`config.mk`:
```
export PLATFORM = sky130hd
export DESIGN_NAME = addsub_result_stage_flat
export DESIGN_NICKNAME = d
export VERILOG_FILES = /design/src/rtl/addsub_result_stage_if.sv /design/src/rtl/addsub_result_stage.sv /design/src/flat_wrapper.sv
export SDC_FILE = /design/constraint.sdc
export NUM_CORES = 1
export LEC_CHECK = 0
export BUFFER_PORTS_ARGS = -buffer_cell sky130_fd_sc_hd__buf_2
export CAP_MARGIN = 30
export CORE_MARGIN = 4
export CORE_UTILIZATION = 38
export CTS_CLUSTER_DIAMETER = 80
export CTS_CLUSTER_SIZE = 28
export DETAILED_ROUTE_END_ITERATION = 10
export GPL_TIMING_DRIVEN = 0
export SKIP_CTS_REPAIR_TIMING = 1
export SKIP_LAST_GASP = 1
export SLEW_MARGIN = 20
export SYNTH_ARGS = -nofsm -noshare
export SYNTH_HDL_FRONTEND = slang
export SYNTH_SLANG_ARGS = --single-unit
```
`constraint.sdc`:
```
create_clock -name clk -period 4.1 [get_ports clk]
set_clock_uncertainty 0.2 [all_clocks]
set_input_delay 0.615 -clock clk [delete_from_list [all_inputs] [get_ports clk]]
set_output_delay 0.615 -clock clk [all_outputs]
set_load 0.02 [all_outputs]
```
`src/rtl/addsub_result_stage_if.sv`:
```
// Handshake bundle between the upstream adder, the result stage and its consumer.
interface addsub_result_stage_if #(
  parameter int WIDTH = 32
);
  logic             in_valid;
  logic             in_ready;
  logic [WIDTH-1:0] answer;
  logic             carry_out;
  logic             overflow;
  logic             sat_en;
  logic             out_valid;
  logic             out_ready;
  logic [WIDTH-1:0] out_result;
  logic [4:0]       out_flags;

  modport master (
    output in_valid, answer, carry_out, overflow, sat_en, out_ready,
    input  in_ready, out_valid, out_result, out_flags
  );

  modport slave (
    input  in_valid, answer, carry_out, overflow, sat_en, out_ready,
    output in_ready, out_valid, out_result, out_flags
  );
endinterface

```
`src/rtl/addsub_result_stage.sv`:
```
// Result stage behind the add/sub unit: optional saturation, NZCV flag
// generation, a 2-entry skid FIFO and sticky overflow statistics.
module addsub_result_stage #(
  parameter int WIDTH = 32,
  parameter int CNT_W = 8
) (
  input  logic                 clk,
  input  logic                 rst_n,
  addsub_result_stage_if.slave bus,
  input  logic                 clr_sticky,
  output logic                 ovf_sticky,
  output logic [CNT_W-1:0]     ovf_count
);

  localparam logic signed [WIDTH-1:0] SAT_MAX  = {1'b0, {(WIDTH-1){1'b1}}};
  localparam logic signed [WIDTH-1:0] SAT_MIN  = {1'b1, {(WIDTH-1){1'b0}}};
  localparam logic [CNT_W-1:0]        CNT_MAX  = '1;
  localparam logic [CNT_W-1:0]        CNT_ONE  = {{(CNT_W-1){1'b0}}, 1'b1};

  // An overflowed sum has the wrong sign bit, so the clamp direction is its inverse.
  function automatic logic signed [WIDTH-1:0] saturate(
    input logic signed [WIDTH-1:0] value,
    input logic                    do_sat
  );
    if (!do_sat) return value;
    return value[WIDTH-1] ? SAT_MAX : SAT_MIN;
  endfunction

  function automatic logic [CNT_W-1:0] count_inc(input logic [CNT_W-1:0] cnt);
    return (cnt == CNT_MAX) ? cnt : cnt + CNT_ONE;
  endfunction

  logic signed [WIDTH-1:0] answer_s;
  logic signed [WIDTH-1:0] result_p0;
  logic                    sat_p0;
  logic [4:0]              flags_p0;
  logic                    push;
  logic                    pop;
  logic                    ovf_push;

  logic signed [WIDTH-1:0] result_p1 [0:1];
  logic [4:0]              flags_p1  [0:1];
  logic                    wr_ptr;
  logic                    rd_ptr;
  logic [1:0]              occ;
  logic [1:0]              occ_next;
  logic                    vld_p1;

  // ---- stage p0: shape the incoming adder result ----
  assign answer_s  = bus.answer;
  assign sat_p0    = bus.overflow && bus.sat_en;
  assign result_p0 = saturate(answer_s, sat_p0);
  assign flags_p0  = {sat_p0, result_p0[WIDTH-1], (result_p0 == '0),
                      bus.carry_out, bus.overflow};

  assign bus.in_ready = rst_n && (occ != 2'd2);
  assign push         = bus.in_valid && bus.in_ready;
  assign pop          = vld_p1 && bus.out_ready;
  assign ovf_push     = push && bus.overflow;

  always_comb begin
    occ_next = occ;
    unique case ({push, pop})
      2'b10:   occ_next = occ + 2'd1;
      2'b01:   occ_next = occ - 2'd1;
      default: occ_next = occ;
    endcase
  end

  // ---- stage p1: FIFO storage and control ----
  always_ff @(posedge clk) begin
    if (!rst_n) begin
      occ    <= 2'd0;
      wr_ptr <= 1'b0;
      rd_ptr <= 1'b0;
    end else begin
      occ <= occ_next;
      if (push) wr_ptr <= ~wr_ptr;
      if (pop)  rd_ptr <= ~rd_ptr;
    end
  end

  always_ff @(posedge clk) begin
    if (push) begin
      result_p1[wr_ptr] <= result_p0;
      flags_p1[wr_ptr]  <= flags_p0;
    end
  end

  // A same-cycle clear and overflow leaves exactly that one event recorded.
  always_ff @(posedge clk) begin
    if (!rst_n) begin
      ovf_sticky <= 1'b0;
      ovf_count  <= '0;
    end else if (clr_sticky) begin
      ovf_sticky <= ovf_push;
      ovf_count  <= ovf_push ? CNT_ONE : '0;
    end else if (ovf_push) begin
      ovf_sticky <= 1'b1;
      ovf_count  <= count_inc(ovf_count);
    end
  end

  // ---- output: head entry, forced to zero when the FIFO is empty ----
  assign vld_p1         = (occ != 2'd0);
  assign bus.out_valid  = vld_p1;
  assign bus.out_result = vld_p1 ? result_p1[rd_ptr] : '0;
  assign bus.out_flags  = vld_p1 ? flags_p1[rd_ptr]  : 5'd0;

endmodule

```
`src/flat_wrapper.sv`:
```
// flat-port wrapper written by rule: the top's interface ports become plain ports
module addsub_result_stage_flat 
#(
  parameter int WIDTH = 32,
  parameter int CNT_W = 8
)
  (clk, rst_n, clr_sticky, ovf_sticky, ovf_count, bus_in_valid, bus_answer, bus_carry_out, bus_overflow, bus_sat_en, bus_out_ready, bus_in_ready, bus_out_valid, bus_out_result, bus_out_flags);
  addsub_result_stage_if #(.WIDTH(WIDTH)) bus_i ();
  input  logic clk;
  input  logic rst_n;
  input  logic clr_sticky;
  output logic ovf_sticky;
  output logic [CNT_W-1:0] ovf_count;
  input wire logic [$bits(bus_i.in_valid)-1:0] bus_in_valid;
  input wire logic [$bits(bus_i.answer)-1:0] bus_answer;
  input wire logic [$bits(bus_i.carry_out)-1:0] bus_carry_out;
  input wire logic [$bits(bus_i.overflow)-1:0] bus_overflow;
  input wire logic [$bits(bus_i.sat_en)-1:0] bus_sat_en;
  input wire logic [$bits(bus_i.out_ready)-1:0] bus_out_ready;
  output wire logic [$bits(bus_i.in_ready)-1:0] bus_in_ready;
  output wire logic [$bits(bus_i.out_valid)-1:0] bus_out_valid;
  output wire logic [$bits(bus_i.out_result)-1:0] bus_out_result;
  output wire logic [$bits(bus_i.out_flags)-1:0] bus_out_flags;
  assign bus_i.in_valid = bus_in_valid;
  assign bus_i.answer = bus_answer;
  assign bus_i.carry_out = bus_carry_out;
  assign bus_i.overflow = bus_overflow;
  assign bus_i.sat_en = bus_sat_en;
  assign bus_i.out_ready = bus_out_ready;
  assign bus_in_ready = bus_i.in_ready;
  assign bus_out_valid = bus_i.out_valid;
  assign bus_out_result = bus_i.out_result;
  assign bus_out_flags = bus_i.out_flags;
  addsub_result_stage #(.WIDTH(WIDTH), .CNT_W(CNT_W)) u_core (.clk(clk), .rst_n(rst_n), .bus(bus_i), .clr_sticky(clr_sticky), .ovf_sticky(ovf_sticky), .ovf_count(ovf_count));
endmodule
```
# Word-level counts from Yosys, hierarchy flattened
# Memories as Yosys holds them, arrays and structs flattened. A register that Yosys moved wholly into a read port is not among the register bits.
# Cells that the tools add are included.
# totals
reg_bits	13
ramBits	74
input_bits	40
output_inout_bits	48
word_cells	44
mem_count	2
# op_classes
add_sub_neg	3
n_eq_ne	5
muxes	17
n_bitwise	2
reduce_logical	10
# memory_table
memory	depth	word_bits	read_ports	rd_clocked_by_memory_dff	wr	line_no	rtl
u_core.result_p1	2	32	1	1	1	addsub_result_stage.sv:41	logic signed [WIDTH-1:0] result_p1 [0:1];
u_core.flags_p1	2	5	1	1	1	addsub_result_stage.sv:42	logic [4:0] flags_p1 [0:1];
# ops
operator	n
2-to-1 mux 32 bit	3
logical NOT 32 bit	1
2-to-1 mux 8 bit	3
2-to-1 mux 1 bit	9
adder 8 x 1 -> 8 bit, second input constant	1
equality test 8 bit, second input constant	1
nonzero test 2 bit	3
logical AND 1 bit	5
2-to-1 mux 5 bit	1
inequality test 2 bit, second input constant	2
case mux 2 bit (2 select lines)	1
adder 2 x 1 -> 2 bit, second input constant	1
equality test 2 x 1 -> 1 bit, second input constant	1
equality test 2 bit, second input constant	1
NOT 1 bit	2
AND reduction 2 bit	1
subtractor 2 x 1 -> 2 bit, second input constant	1

# Logic depth before layout (Yosys ltp)
# depth
ltp_word	6
mapped_depth	7
mapped_depth_nobuf	7

# Least setup slack after synthesis
# Ideal clock, no wire load.
# synth_timing
path_kind	input to register
startpoint	in rst_n
endpoint	mem u_core.flags_p1[0][0], enable pin
arrival_time_ns	2.519
required_time_ns	3.471
setup_slack_ns	0.951
path_stages	3
path_buffers	1
cell_sequence	clkbuf_1 > nand3_1 > nor2_1
# synth_between
elab_chain_cells	4
# synth_lines
item	line_no	rtl
start, declared	flat_wrapper.sv:10	input logic rst_n;
logical AND 1 bit	addsub_result_stage.sv:56	assign bus.in_ready = rst_n && (occ != 2'd2);
logical AND 1 bit	addsub_result_stage.sv:57	assign push = bus.in_valid && bus.in_ready;
2-to-1 mux 1 bit	addsub_result_stage.sv:84	if (push) begin
2-to-1 mux 1 bit (not written as such)	addsub_result_stage.sv:86	flags_p1[wr_ptr] <= flags_p0;
end, declared	addsub_result_stage.sv:42	
# No other way between the ends.

# Worst setup path after layout
# layout_timing
startpoint	reg u_core.occ[1]
endpoint	out bus_out_result[26]
# layout_between
elab_chain_cells	2
# layout_lines
item	line_no	rtl
start, declared	addsub_result_stage.sv:45	logic [1:0] occ;
start signal, assigned	addsub_result_stage.sv:77	occ <= occ_next;
nonzero test 2 bit	addsub_result_stage.sv:105	assign vld_p1 = (occ != 2'd0);
2-to-1 mux 32 bit	addsub_result_stage.sv:107	assign bus.out_result = vld_p1 ? result_p1[rd_ptr] : '0;
end, declared	flat_wrapper.sv:22	output wire logic [$bits(bus_i.out_result)-1:0] bus_out_result;
# No other way between the ends.

==> flow_results.org <==
** Worst setup path
- STA classifies the critical path startpoint as a flip-flop.
- The worst setup path is captured at an output port.
- In this run the worst path has a maximum fanout of 10.
- The critical path is of the flip-flop to output port type.
- Data on the critical path arrives at its endpoint at 1.90 ns.
- For the worst setup path, the data required time is 3.28 ns.

** Synth
- The most common cell in the synthesized netlist is sky130_fd_sc_hd__edfxtp_1.
- After synthesis the netlist holds a flip-flop and latch count of 86.
- Summing the sequential cell areas from Yosys gives 64.6% of the chip area.
- By area the synthesized netlist is led by sky130_fd_sc_hd__edfxtp_1 (57%), sky130_fd_sc_hd__mux2i_1 (9.5%), sky130_fd_sc_hd__dfxtp_1 (7.4%).
- Counting flops with a built-in enable in the synthesized netlist gives 72.
- Warnings, synthesis :: 0
- Of all cell types, the one taking the most synthesized area is sky130_fd_sc_hd__edfxtp_1.
- The synthesized netlist occupies a cell area of 3780 um2.
- Most used standard cells in the synthesized netlist :: sky130_fd_sc_hd__edfxtp_1 (72), sky130_fd_sc_hd__nor2_1 (40), sky130_fd_sc_hd__mux2i_1 (36)
- After technology mapping, the gate count stands at 286.
- Avg Inst Size Synth :: 13.2 um2
- After synthesis, the netlist uses 40 different library cells.
- The top cell type by area accounts for 57.2% of the synthesized area.
- Proportion of synthesized flip-flops having asynchronous set or reset :: 0%
- In the synthesized netlist the dominant register cell turns out to be sky130_fd_sc_hd__edfxtp_1.
- Post-Synthesis Net Count :: 328

** Detailed routing
- DRC violation count after routing :: 0
- Across all layers, the routed design uses 2617 vias.
- Before antenna repair, the detailed router went through 4 iterations.
- In the routed layout, each cell is associated on average with a via count of 4.99.
- Routed wirelength normalized by instance count :: 16.2 um
- Aggregate routed wire length :: 8.47 mm
- In this run, the number of DRC markers left after iteration 0 of detailed routing was 76.
- Antenna-violating nets left :: 0

** Finish
- For this run, the share of the core covered by cells in the final layout is 47.5%.
- Fraction of final layout cells with drive strength greater than 1 :: 30.7%
- Summing all multi-input logic gate instances after layout gives 1250 um2.
- The repair_antennas step left the layout with diodes totalling 0.
- The area growth from synthesis to layout is 22.4%.
- The layout has 922 filler cells.
- With fillers left out, the area of the finished cells amounts to 4620 um2.
- After the last flow step, the layout net total stands at 428.
- Across the whole layout, storage elements account for 2440 um2.

** CTS
- The cell sitting at the root of the clock tree is a sky130_fd_sc_hd__clkbuf_8.
- Clock buffers created by TritonCTS :: 9
- H-tree levels :: 3
- Clock tree synthesis found a total of 86 sinks.
- TritonCTS built the clock tree.
- At the later pin of the worst-skew pair, clock insertion delay measures 0.35 ns.
- Longest Clk Path Bufs :: 2
- Clock slew seen by the registers of the worst setup and hold paths :: 0.09 ns

** Global route
- Entering global routing, the biggest net connects 24 pins.
- Vias in the first global route :: 2668
- The number of antenna violations at the first check in global routing was 0.
- Total congestion overflow after global routing :: 0
- Global routing used 15.0% of the available tracks across all layers.
- Global-route wire length before repair :: 13.2 mm

** Place
- Timing analysis after detailed placement gives a worst setup slack of 1.58 ns.
- Final Wtd Congestion :: 0.833
- In this run the cell area measured after placement is 4440 um2.
- Summed over all nets, the half-perimeter wirelength after detailed placement is 6.04 mm.
- Buffers on Ports :: 87

** Floorplanning
- Total Die Area :: 11600 um2
- The floorplan has 36 rows.
- Height of the chip :: 108 um
- Floorplan Core Area :: 9730 um2
- Pin placement for this block handled 88 I/O pins.
- Initial core utilization :: 38.8%
- Measured along the x axis, the die boundary spans 108 um.

** Timing
- Setup repair after global routing left no endpoint under its margin.
- Share of the cycle needed by the critical path after routing :: 66.2%
- Final Critical Period :: 2.72 ns
- At the pin with the least slew margin, the transition time is 0.535 ns.
- Headroom to the max-slew limit came out at 64.3%.
- The number of max-slew violations in the final report came to 0.
- Endpoints failing setup :: 0
- Maximum clock rate :: 0.368 GHz
- Final hold viol count :: 0
- The worst path meets setup with 1.38 ns of slack.

** Worst hold path
- Worst min-delay path class :: flip-flop to flip-flop

** Power
- Pwr/cell area :: 553 nW/um2
- Largest voltage drop on the vdd net :: 0.208 mV
- Leak :: 1.87 nW
- Total Power :: 2.56 mW

** Run
- Max-cap violations in this run came to 0.

** Outcome
- Run status :: complete, no violations
## flip-flops by register name, summed over array words and instances, names as in the netlist, named ones only
signal,cells
u_core.flags_p1,10
u_core.occ,2
u_core.ovf_count,8
u_core.ovf_sticky,1
u_core.rd_ptr,1
u_core.result_p1,62
u_core.wr_ptr,1
## cells in the final DEF, fill, tap and decap left out, types with 2 or more instances in the layout
cell type and n:
sky130_fd_sc_hd__edfxtp_1 72, sky130_fd_sc_hd__and2_1 5, sky130_fd_sc_hd__ha_1 2, sky130_fd_sc_hd__nor4_1 8
sky130_fd_sc_hd__buf_2 91, sky130_fd_sc_hd__clkbuf_8 9, sky130_fd_sc_hd__buf_1 2, sky130_fd_sc_hd__inv_1 4
sky130_fd_sc_hd__nand3_1 4, sky130_fd_sc_hd__a21o_1 31, sky130_fd_sc_hd__a21oi_1 6, sky130_fd_sc_hd__clkbuf_1 9
sky130_fd_sc_hd__nor2_1 39, sky130_fd_sc_hd__mux2i_1 36, sky130_fd_sc_hd__or4_1 3, sky130_fd_sc_hd__or3_1 3
sky130_fd_sc_hd__xnor2_1 4, sky130_fd_sc_hd__nand2_1 6, sky130_fd_sc_hd__dfxtp_1 14, sky130_fd_sc_hd__and4_1 2
sky130_fd_sc_hd__o31ai_1 3, sky130_fd_sc_hd__inv_8 2, sky130_fd_sc_hd__nand4_1 3, sky130_fd_sc_hd__clkinvlp_4 2
sky130_fd_sc_hd__inv_6 2, sky130_fd_sc_hd__o21ai_0 6
## per-stage QoR
stage          cells  hold slack, ns  setup TNS [ns]
3_3_place_gp     506           0.231          -10.26
4_1_cts          524           0.236               0
3_5_place_dp     508           0.231               0
5_1_grt          524           0.243               0
6_report         524           0.242               0
2_1_floorplan    286           0.319               0
## logic make-up after synthesis
| kind of cell | synth area share, % |
|---|---|
| compound gates | 9.24 |
| fa+ha+maj | 0.662 |
| flops | 64.6 |
| buf+inv | 2.52 |
| mux | 9.54 |
| xor+xnor | 1.16 |
| simple gates | 12.3 |
## cell type report
cell class | count | share of cell area [%]
Sequential cell | 86 | 52.8
Multi-Input combinational cell | 179 | 27.0
Timing Repair Buffer | 89 | 10.4
Tap cell | 133 | 3.60
Clock buffer | 9 | 2.68
Buffer | 17 | 1.73
Clock inverter | 7 | 1.38
Inverter | 4 | 0.325
## critical path, stage by stage (launching register included)
cell	delay, ns
sky130_fd_sc_hd__dfxtp_1	0.37
sky130_fd_sc_hd__nor2_2	0.42
sky130_fd_sc_hd__clkbuf_1	0.43
sky130_fd_sc_hd__nor2_1	0.14
sky130_fd_sc_hd__buf_2	0.19
## path summary, 6_finish.rpt
| kind | startpoint | to | slack (ns) | depth (start not counted) |
|---|---|---|---|---|
| hold / removal | u_core.ovf_sticky$_SDFFE_PN0P_ | u_core.ovf_sticky$_SDFFE_PN0P_ | 0.24 | 2 |
| setup reg to reg | u_core.occ[1]$_SDFFE_PN0P_ | u_core.occ[1]$_SDFFE_PN0P_ | 1.90 | 6 |
| setup / recovery | u_core.occ[1]$_SDFFE_PN0P_ | bus_out_result[26] | 1.38 | 4 |
| hold reg to reg | u_core.ovf_sticky$_SDFFE_PN0P_ | u_core.ovf_sticky$_SDFFE_PN0P_ | 0.24 | 2 |
## layer usage
metal  vias to the layer above  wire (um)  global-route usage, %
li1                       1279          -                      -
met1                      1273       3660                   18.8
met2                        60       4350                   26.1
met3                         5        392                   3.30
met4                         0         65                   4.06
met5                         -          0                      0
## power breakdown
| group | switching (mW) | internal (mW) |
|---|---|---|
| sequential | 0.0284 | 1.03 |
| clock | 0.331 | 0.234 |
| combinational | 0.606 | 0.332 |
Note: power is estimated with default switching activity, not from simulation.
